[src/rtl/multicycle_main_control.sv]
// multicycle_main_control: main control FSM for a multi-cycle RISC-V datapath.
// Inputs:  clk, rst_n (async active-low), opcode (IR[6:0]), mem_ready (memory access completes).
// Outputs: datapath control strobes and selects, illegal (unsupported opcode seen in DECODE),
//          state_o (debug state code), instret (retired-instruction count).
module multicycle_main_control #(
  parameter int CNT_WIDTH = 32
) (
  input  logic                 clk,
  input  logic                 rst_n,
  input  logic [6:0]           opcode,
  input  logic                 mem_ready,
  output logic                 PCWrite,
  output logic                 PCWriteCond,
  output logic                 IorD,
  output logic                 MemRead,
  output logic                 MemWrite,
  output logic                 IRWrite,
  output logic                 MemtoReg,
  output logic                 RegWrite,
  output logic [1:0]           ALUSrcA,
  output logic [1:0]           ALUSrcB,
  output logic [1:0]           ALUOp,
  output logic                 PCSource,
  output logic                 illegal,
  output logic [3:0]           state_o,
  output logic [CNT_WIDTH-1:0] instret
);
  typedef enum logic [3:0] {
    S_RESET     = 4'd0,
    S_FETCH     = 4'd1,
    S_DECODE    = 4'd2,
    S_MEM_ADDR  = 4'd3,
    S_MEM_READ  = 4'd4,
    S_MEM_WB    = 4'd5,
    S_MEM_WRITE = 4'd6,
    S_EXEC_R    = 4'd7,
    S_EXEC_I    = 4'd8,
    S_ALU_WB    = 4'd9,
    S_BRANCH    = 4'd10
  } state_t;
  state_t state_q, state_d;
  logic [CNT_WIDTH-1:0] instret_q;
  logic is_r, is_i, is_ld, is_sd, is_beq;
  logic fetch, decode, mem_addr, mem_read, mem_wb, mem_write, exec_r, exec_i, alu_wb, branch;
  logic retire;
  assign is_r   = opcode == 7'b0110011;
  assign is_i   = opcode == 7'b0010011;
  assign is_ld  = opcode == 7'b0000011;
  assign is_sd  = opcode == 7'b0100011;
  assign is_beq = opcode == 7'b1100011;
  assign fetch     = state_q == S_FETCH;
  assign decode    = state_q == S_DECODE;
  assign mem_addr  = state_q == S_MEM_ADDR;
  assign mem_read  = state_q == S_MEM_READ;
  assign mem_wb    = state_q == S_MEM_WB;
  assign mem_write = state_q == S_MEM_WRITE;
  assign exec_r    = state_q == S_EXEC_R;
  assign exec_i    = state_q == S_EXEC_I;
  assign alu_wb    = state_q == S_ALU_WB;
  assign branch    = state_q == S_BRANCH;
  // A store only retires once memory accepts it; every other final state always retires.
  assign retire = mem_wb | alu_wb | branch | (mem_write & mem_ready);
  always_comb begin
    state_d = S_FETCH;
    case (state_q)
      S_FETCH:     state_d = mem_ready ? S_DECODE : S_FETCH;
      S_DECODE:    state_d = is_r ? S_EXEC_R : is_i ? S_EXEC_I : (is_ld | is_sd) ? S_MEM_ADDR :
                             is_beq ? S_BRANCH : S_FETCH;
      S_MEM_ADDR:  state_d = is_ld ? S_MEM_READ : is_sd ? S_MEM_WRITE : S_FETCH;
      S_MEM_READ:  state_d = mem_ready ? S_MEM_WB : S_MEM_READ;
      S_MEM_WRITE: state_d = mem_ready ? S_FETCH : S_MEM_WRITE;
      S_EXEC_R:    state_d = S_ALU_WB;
      S_EXEC_I:    state_d = S_ALU_WB;
      default:     state_d = S_FETCH;
    endcase
  end
  always_ff @(posedge clk or negedge rst_n) begin
    if (!rst_n) begin
      state_q   <= S_RESET;
      instret_q <= '0;
    end else begin
      state_q   <= state_d;
      instret_q <= instret_q + CNT_WIDTH'(retire);
    end
  end
  // Outputs decode from the registered state, so the async reset clears them at once.
  assign MemRead     = fetch | mem_read;
  assign MemWrite    = mem_write;
  assign IorD        = mem_read | mem_write;
  assign IRWrite     = fetch & mem_ready;
  assign PCWrite     = fetch & mem_ready;
  assign MemtoReg    = mem_wb;
  assign RegWrite    = mem_wb | alu_wb;
  assign ALUSrcA     = decode ? 2'b10 : (mem_addr | exec_r | exec_i | branch) ? 2'b01 : 2'b00;
  assign ALUSrcB     = fetch ? 2'b01 : (decode | mem_addr | exec_i) ? 2'b10 : 2'b00;
  assign ALUOp       = exec_r ? 2'b10 : branch ? 2'b01 : 2'b00;
  assign PCSource    = branch;
  assign PCWriteCond = branch;
  assign illegal     = decode & ~(is_r | is_i | is_ld | is_sd | is_beq);
  assign state_o     = state_q;
  assign instret     = instret_q;
endmodule
[config.mk]
export PLATFORM = sky130hd
export DESIGN_NAME = multicycle_main_control
export DESIGN_NICKNAME = d
export VERILOG_FILES = /design/src/rtl/multicycle_main_control.sv
export SDC_FILE = /design/constraint.sdc
export NUM_CORES = 1
export LEC_CHECK = 0
export ABC_AREA = 1
export BUFFER_PORTS_ARGS = -buffer_cell sky130_fd_sc_hd__buf_2
export CAP_MARGIN = 20
export CORE_ASPECT_RATIO = 0.7
export CORE_MARGIN = 10
export CORE_UTILIZATION = 56
export CTS_CLUSTER_SIZE = 12
export DETAILED_ROUTE_END_ITERATION = 6
export PLACE_DENSITY = 0.82
export SLEW_MARGIN = 20
export SYNTH_ARGS = -nofsm -noshare
export SYNTH_HDL_FRONTEND = slang
export SYNTH_SLANG_ARGS = --single-unit
[constraint.sdc]
create_clock -name clk -period 4.9 [get_ports clk]
set_input_delay 0.49 -clock clk [delete_from_list [all_inputs] [get_ports clk]]
set_output_delay 0.49 -clock clk [all_outputs]
set_load 0.01 [all_outputs]
==> impl_metrics.ini, run 1 <==
[global_route]
grt_pass1_vias = 1987
antenna_found_initial = 0
grt_max_degree = 37
grt_overflow_total = 0
grt_first_pass_wirelength_um = 9446
gr-usage-all-layers_pct = 17.18

[finish]
final_cell_area_um2 = 2626
diodes = 0
layout_common_cells = 115 x nand2_1, 61 x buf_2, 57 x nor2_1
fin_nets = 387
seq_area_um2 = 900.9
fill_cells = 328
multi_input_area_um2 = 1159
drive_gt1_share_pct = 22.87
area_growth_syn_to_layout_pct = 19.06
layout_commonest_cell = nand2_1

[job]
max-cap-violations = 0

[power]
power.leakage_nw = 1.426
peakVddDrop_mv = 0.2457
p_total_w = 0.0006974
power_per_cell_area_nw_per_um2 = 265.6

[clock_tree]
cts-resized-gates = 0
clkSinkCount = 36
clockBufferDepth = 2
cts.clk_slew.worst_paths_ps = 70
h-tree-depth = 2
holdBufCountCts = 0
cts_tree = built
clk_latency_ps = 290
cts_root_buffer = clkbuf_8
cts_buffers = 5
post_cts_buffers = 0

[detailed_routing]
vias = 2159
drt-pass1-iter-count = 4
wire_per_inst_um = 13.75
ant_nets = 0
viasPerCell = 5.068
routed_wl_um = 5857
drc = 0
drtIter0Drc = 199

[status]
status = finished clean

[synthesis]
ys_ff_latch = 36
synth_nets = 324
syn-cell-area_um2 = 2206
yosysSeqAreaShare_pct = 40.84
yosys_warnings = 0
netlist_instances = 312
syn_area_per_cell_um2 = 7.070
ys_types = 21

[worst_setup_path]
cp.arrival_ps = 2580
worstSetupPathType = reg2reg
worstRegToRegCells = 14
cp.required_ps = 5090
crit_end = instret[18]
cp-end-kind = register
r2r_end = instret[18]
worst_setup_path_start_kind = register
cp_max_fo = 5
r2r_slack_ps = 2500
r2r-start = state_o[0]
timing.critical_path.from = state_o[0]

[timing]
finalCritPeriodShare_pct = 48.88
fmax_mhz = 417.5
setup-tns-final_ps = 0
period_needed_ps = 2395
hold_viol_final = 0
fin_skew_ps = 2.934
final-max-slew-violation-count = 0
tightest_slew_ps = 806.1
grt_setup_unrepaired = false
slew-limit-headroom_pct = 46.26
setup_violations = 0

[floorplanning]
die_h_um = 72.51
ios = 62
dieArea_um2 = 6890
fp.coreArea_um2 = 3649
std_cell_rows = 18
start_util_pct = 60.46
fp.dieW_um = 95.02

[placement]
gp_congestion = 0.9812
dpl.hpwl_um = 4728
port_buffers = 61
place_area_um2 = 2536

[hold_path]
hold_class = in2async
==> flip-flops by register name (all words and copies together), names as in the netlist <==
signal,count
state_o,4
instret,32
==> metal layers <==
layer | global-route usage [%] | wire length, um
met5 | 0 | 0
met4 | 4.636 | 80
met3 | 5.961 | 536
met2 | 26.14 | 2504
met1 | 22.63 | 2735
==> power breakdown <==
part / switching (W) / internal (W) / total [W] / leakage [nW]
registers: 0.0000160 / 0.000313 / 0.000329 / 0.495
logic: 0.0000972 / 0.0000554 / 0.000153 / 0.886
clock network: 0.000101 / 0.000115 / 0.000216 / 0.0455
total: 0.000214 / 0.000483 / 0.000697 / 1.43
==> synth_stat cells, drive strengths merged <==
cell type / instances / area (um2)
nand4: 2 / 12.51
a21oi: 2 / 10.01
o21ai: 4 / 20.02
buf: 5 / 37.54
nand3b: 15 / 112.6
ha: 2 / 25.02
nor2: 69 / 309.1
nand3: 11 / 60.06
o22ai: 1 / 6.260
nor3: 2 / 10.01
inv: 29 / 108.9
nand2: 119 / 461.7
xnor2: 5 / 43.79
dfrtp: 36 / 900.9
xor2: 10 / 87.58
==> final cells by class <==
type,instances,area share [%]
clock buffers,8,3.430
flip-flops and latches,36,34.30
well taps,50,2.382
multi-input cells,242,44.12
inverters,29,4.145
repair buffers,61,11.62
==> cells by family after synthesis <==
kind of cell,count (synthesis),share of synthesized area [%]
compound gates,7,1.645
fa+ha+maj,2,1.134
simple gates,218,43.79
xor+xnor,15,5.955
flops,36,40.84
buf+inv,34,6.637
==> per-stage QoR <==
step | std cells | hold WS [ps] | setup WS [ps] | util, %
global route | 426 | 339.7 | 2335 | 71.98
CTS | 426 | 296.4 | 2523 | 71.98
global placement | 418 | 474.4 | 2672 | 69.51
floorplan | 312 | 194.4 | 2636 | -
finish | 426 | 274.1 | 2505 | 71.98
detailed placement | 418 | 474.4 | 2540 | 69.51
==> how the worst min path moves through the flow <==
stage,endpoint,depth (start not counted)
3_3_place_gp,instret[31],2
5_1_grt,state_o[1],1
3_5_place_dp,instret[31],2
2_1_floorplan,instret[0],0
4_1_cts,state_o[1],1
6_report,state_o[1],1
==> worst max-delay path, stage by stage, from the launching register on <==
cell and delay (ps):
dfrtp_1 400, inv_1 130, nand2_1 130, nor2_1 210, nand2_1 100, nand2_1 80, ha_1 240, ha_1 240
nand3_2 160, nor2_4 210, nand2_2 110, nor2_2 110, nand2_1 60, nand2_1 60, nand2_1 40
No activity file was read; power rests on OpenSTA's default activity.
==> run 2: changes to the inputs <==
--- a/config.mk
+++ b/config.mk
@@ -10,10 +10,10 @@
 export CAP_MARGIN = 20
 export CORE_ASPECT_RATIO = 0.7
 export CORE_MARGIN = 10
-export CORE_UTILIZATION = 56
+export CORE_UTILIZATION = 52
 export CTS_CLUSTER_SIZE = 12
 export DETAILED_ROUTE_END_ITERATION = 6
-export PLACE_DENSITY = 0.82
+export PLACE_DENSITY = 0.77
 export SLEW_MARGIN = 20
 export SYNTH_ARGS = -nofsm -noshare
 export SYNTH_HDL_FRONTEND = slang
==> constraint.sdc (replaced) <==
create_clock -name clk -period 2.45 [get_ports clk]
set_input_delay 0.245 -clock clk [delete_from_list [all_inputs] [get_ports clk]]
set_output_delay 0.245 -clock clk [all_outputs]
set_load 0.01 [all_outputs]
==> run 2 against run 1 <==
  * Register-to-register slack worse by 2300 ps
  * Critical path depth stayed put
  * Sequential cell count stayed put
  * Fmax is 8.6% higher
  * Total power is 120% higher
  * Wire length is 2.7% higher
  * Die area is 5.8% higher
  * Sequential power is 100% higher
  * Critical endpoint unchanged
  * Largest cell class unchanged
==> impl_metrics.ini, run 2 (synthesis results as in run 1) <==
[placement]
dpl.hpwl_um = 4799
port_buffers = 61
gp_congestion = 0.9461
dpl_worst_slack_ps = 51.09
dp.cells = 420

[clock_tree]
holdBufCountCts = 0
cts_buffers = 5
h-tree-depth = 2
clk_latency_ps = 290
clockBufferDepth = 2
cts_root_buffer = clkbuf_8
clkSinkCount = 36
cts.clk_slew.worst_paths_ps = 80
cts_tree = built

[global_route]
gr-usage-all-layers_pct = 15.71
antenna_found_initial = 0
grt_first_pass_wirelength_um = 9515
grt_overflow_total = 0
grt_max_degree = 37
grt_pass1_vias = 2043

[finish]
stdcell_count = 430
drive_gt1_share_pct = 25.13
layout_common_cells = 114 x nand2_1, 61 x buf_2, 55 x nor2_1
finish.utilization_pct = 67.86
diodes = 0
largest_register_ff_count = 32
fin_nets = 389
area_growth_syn_to_layout_pct = 22.86
layout_commonest_cell = nand2_1

[detailed_routing]
viasPerCell = 5.126
vias = 2204
drc = 0
wire_per_inst_um = 14.00
drt-pass1-iter-count = 5
routed_wl_um = 6018
ant_nets = 0
drtIter0Drc = 201

[worst_setup_path]
r2r-start = state_o[0]
cp.arrival_ps = 2390
worstRegToRegCells = 14
cp_max_fo = 5
cp-end-kind = register
r2r_slack_ps = 240
r2r_end = instret[18]
worstSetupPathType = reg2reg
cp.required_ps = 2640
worst_setup_path_start_kind = register

[power]
power.leakage_nw = 1.453
power_per_cell_area_nw_per_um2 = 573.5
peakVddDrop_mv = 0.4459
p_total_w = 0.001554

[floorplanning]
fp.coreArea_um2 = 3994
die_h_um = 74.49
fp.dieW_um = 97.85
ios = 62
start_util_pct = 55.23
std_cell_rows = 19
dieArea_um2 = 7288

[timing]
setup_violations = 0
tightest_slew_ps = 802.7
fmax_mhz = 453.5
period_needed_ps = 2205
final-max-slew-violation-count = 0
hold_viol_final = 0
slew-limit-headroom_pct = 46.49
finalCritPeriodShare_pct = 90.00
fin_skew_ps = 8.358
setup_ws_ps = 244.9

[status]
status = finished clean

[job]
max-cap-violations = 0

[hold_path]
hold_class = in2async
run 2: cell types whose count changed in the layout (fill, tap and decap cells not counted):
cell / before / now
nand2_2: 3 / 4
nand2_1: 115 / 114
ha_1: 2 / 0
buf_4: 0 / 2
clkbuf_8: 6 / 7
bufinv_16: 0 / 1
clkbuf_1: 2 / 0
ha_2: 0 / 1
nand3_4: 0 / 1
nand3_2: 1 / 0
nor2_1: 57 / 55
ha_4: 0 / 1
nor2_2: 8 / 10
run 2: layer usage:
metal / track usage, % / vias up / part of all wire (%)
met2: 25.33 / 81 / 45
li1: - / 1088 / -
met1: 20.34 / 1026 / 46
met5: 0 / - / 0
met4: 4.341 / 0 / 1.3
met3: 4.440 / 9 / 7.6
run 2: how the worst max path moves through the flow:
stage | startpoint | end | cells after the start
after floorplan | state_o[0] | instret[18] | 14
after global placement | state_o[0] | instret[18] | 14
after detailed placement | state_o[0] | instret[18] | 14
after CTS | state_o[0] | instret[18] | 14
after global routing | state_o[3] | instret[18] | 16
final | state_o[0] | instret[18] | 14
run 2: final cells by class:
cell class	count	area, um2
multi-input combinational	242	1189
timing repair buffer	63	320.3
tap	52	65.06
fill	341	1284
clock inverter	1	30.03
inverter	29	108.9
sequential	36	900.9
clock buffer	7	96.34
run 2: repair_timing:
action,4_1_cts,5_1_grt
buffers inserted,0,2
resized for setup,0,7
endpoints found under the hold margin,0,0
endpoints found under the setup margin,0,10
run 2: power breakdown:
part / internal [W] / switching (W)
combinational: 0.000115 / 0.000197
clock: 0.000359 / 0.000218
sequential: 0.000626 / 0.0000397
total: 0.00110 / 0.000454
run 2: metrics by stage:
stage / setup TNS [ps] / hold WS [ps] / instance area, um2
2_1_floorplan: 0 / -50.59 / 2206
3_3_place_gp: 0 / 377.1 / 2539
3_5_place_dp: 0 / 384.1 / 2539
4_1_cts: 0 / 69.86 / 2665
5_1_grt: -3.198 / 99.38 / 2710
6_report: 0 / 36.01 / 2710
run 2: worst max-delay path, cell delays in order, from the launching register on:
cell and delay (ps):
dfrtp_1 410, inv_1 140, nand2_2 110, nor2_2 140, nand2_1 90, nand2_1 90, ha_2 250, ha_4 180
nand3_4 110, nor2_4 210, nand2_2 100, nor2_2 110, nand2_1 60, nand2_1 60, nand2_1 50
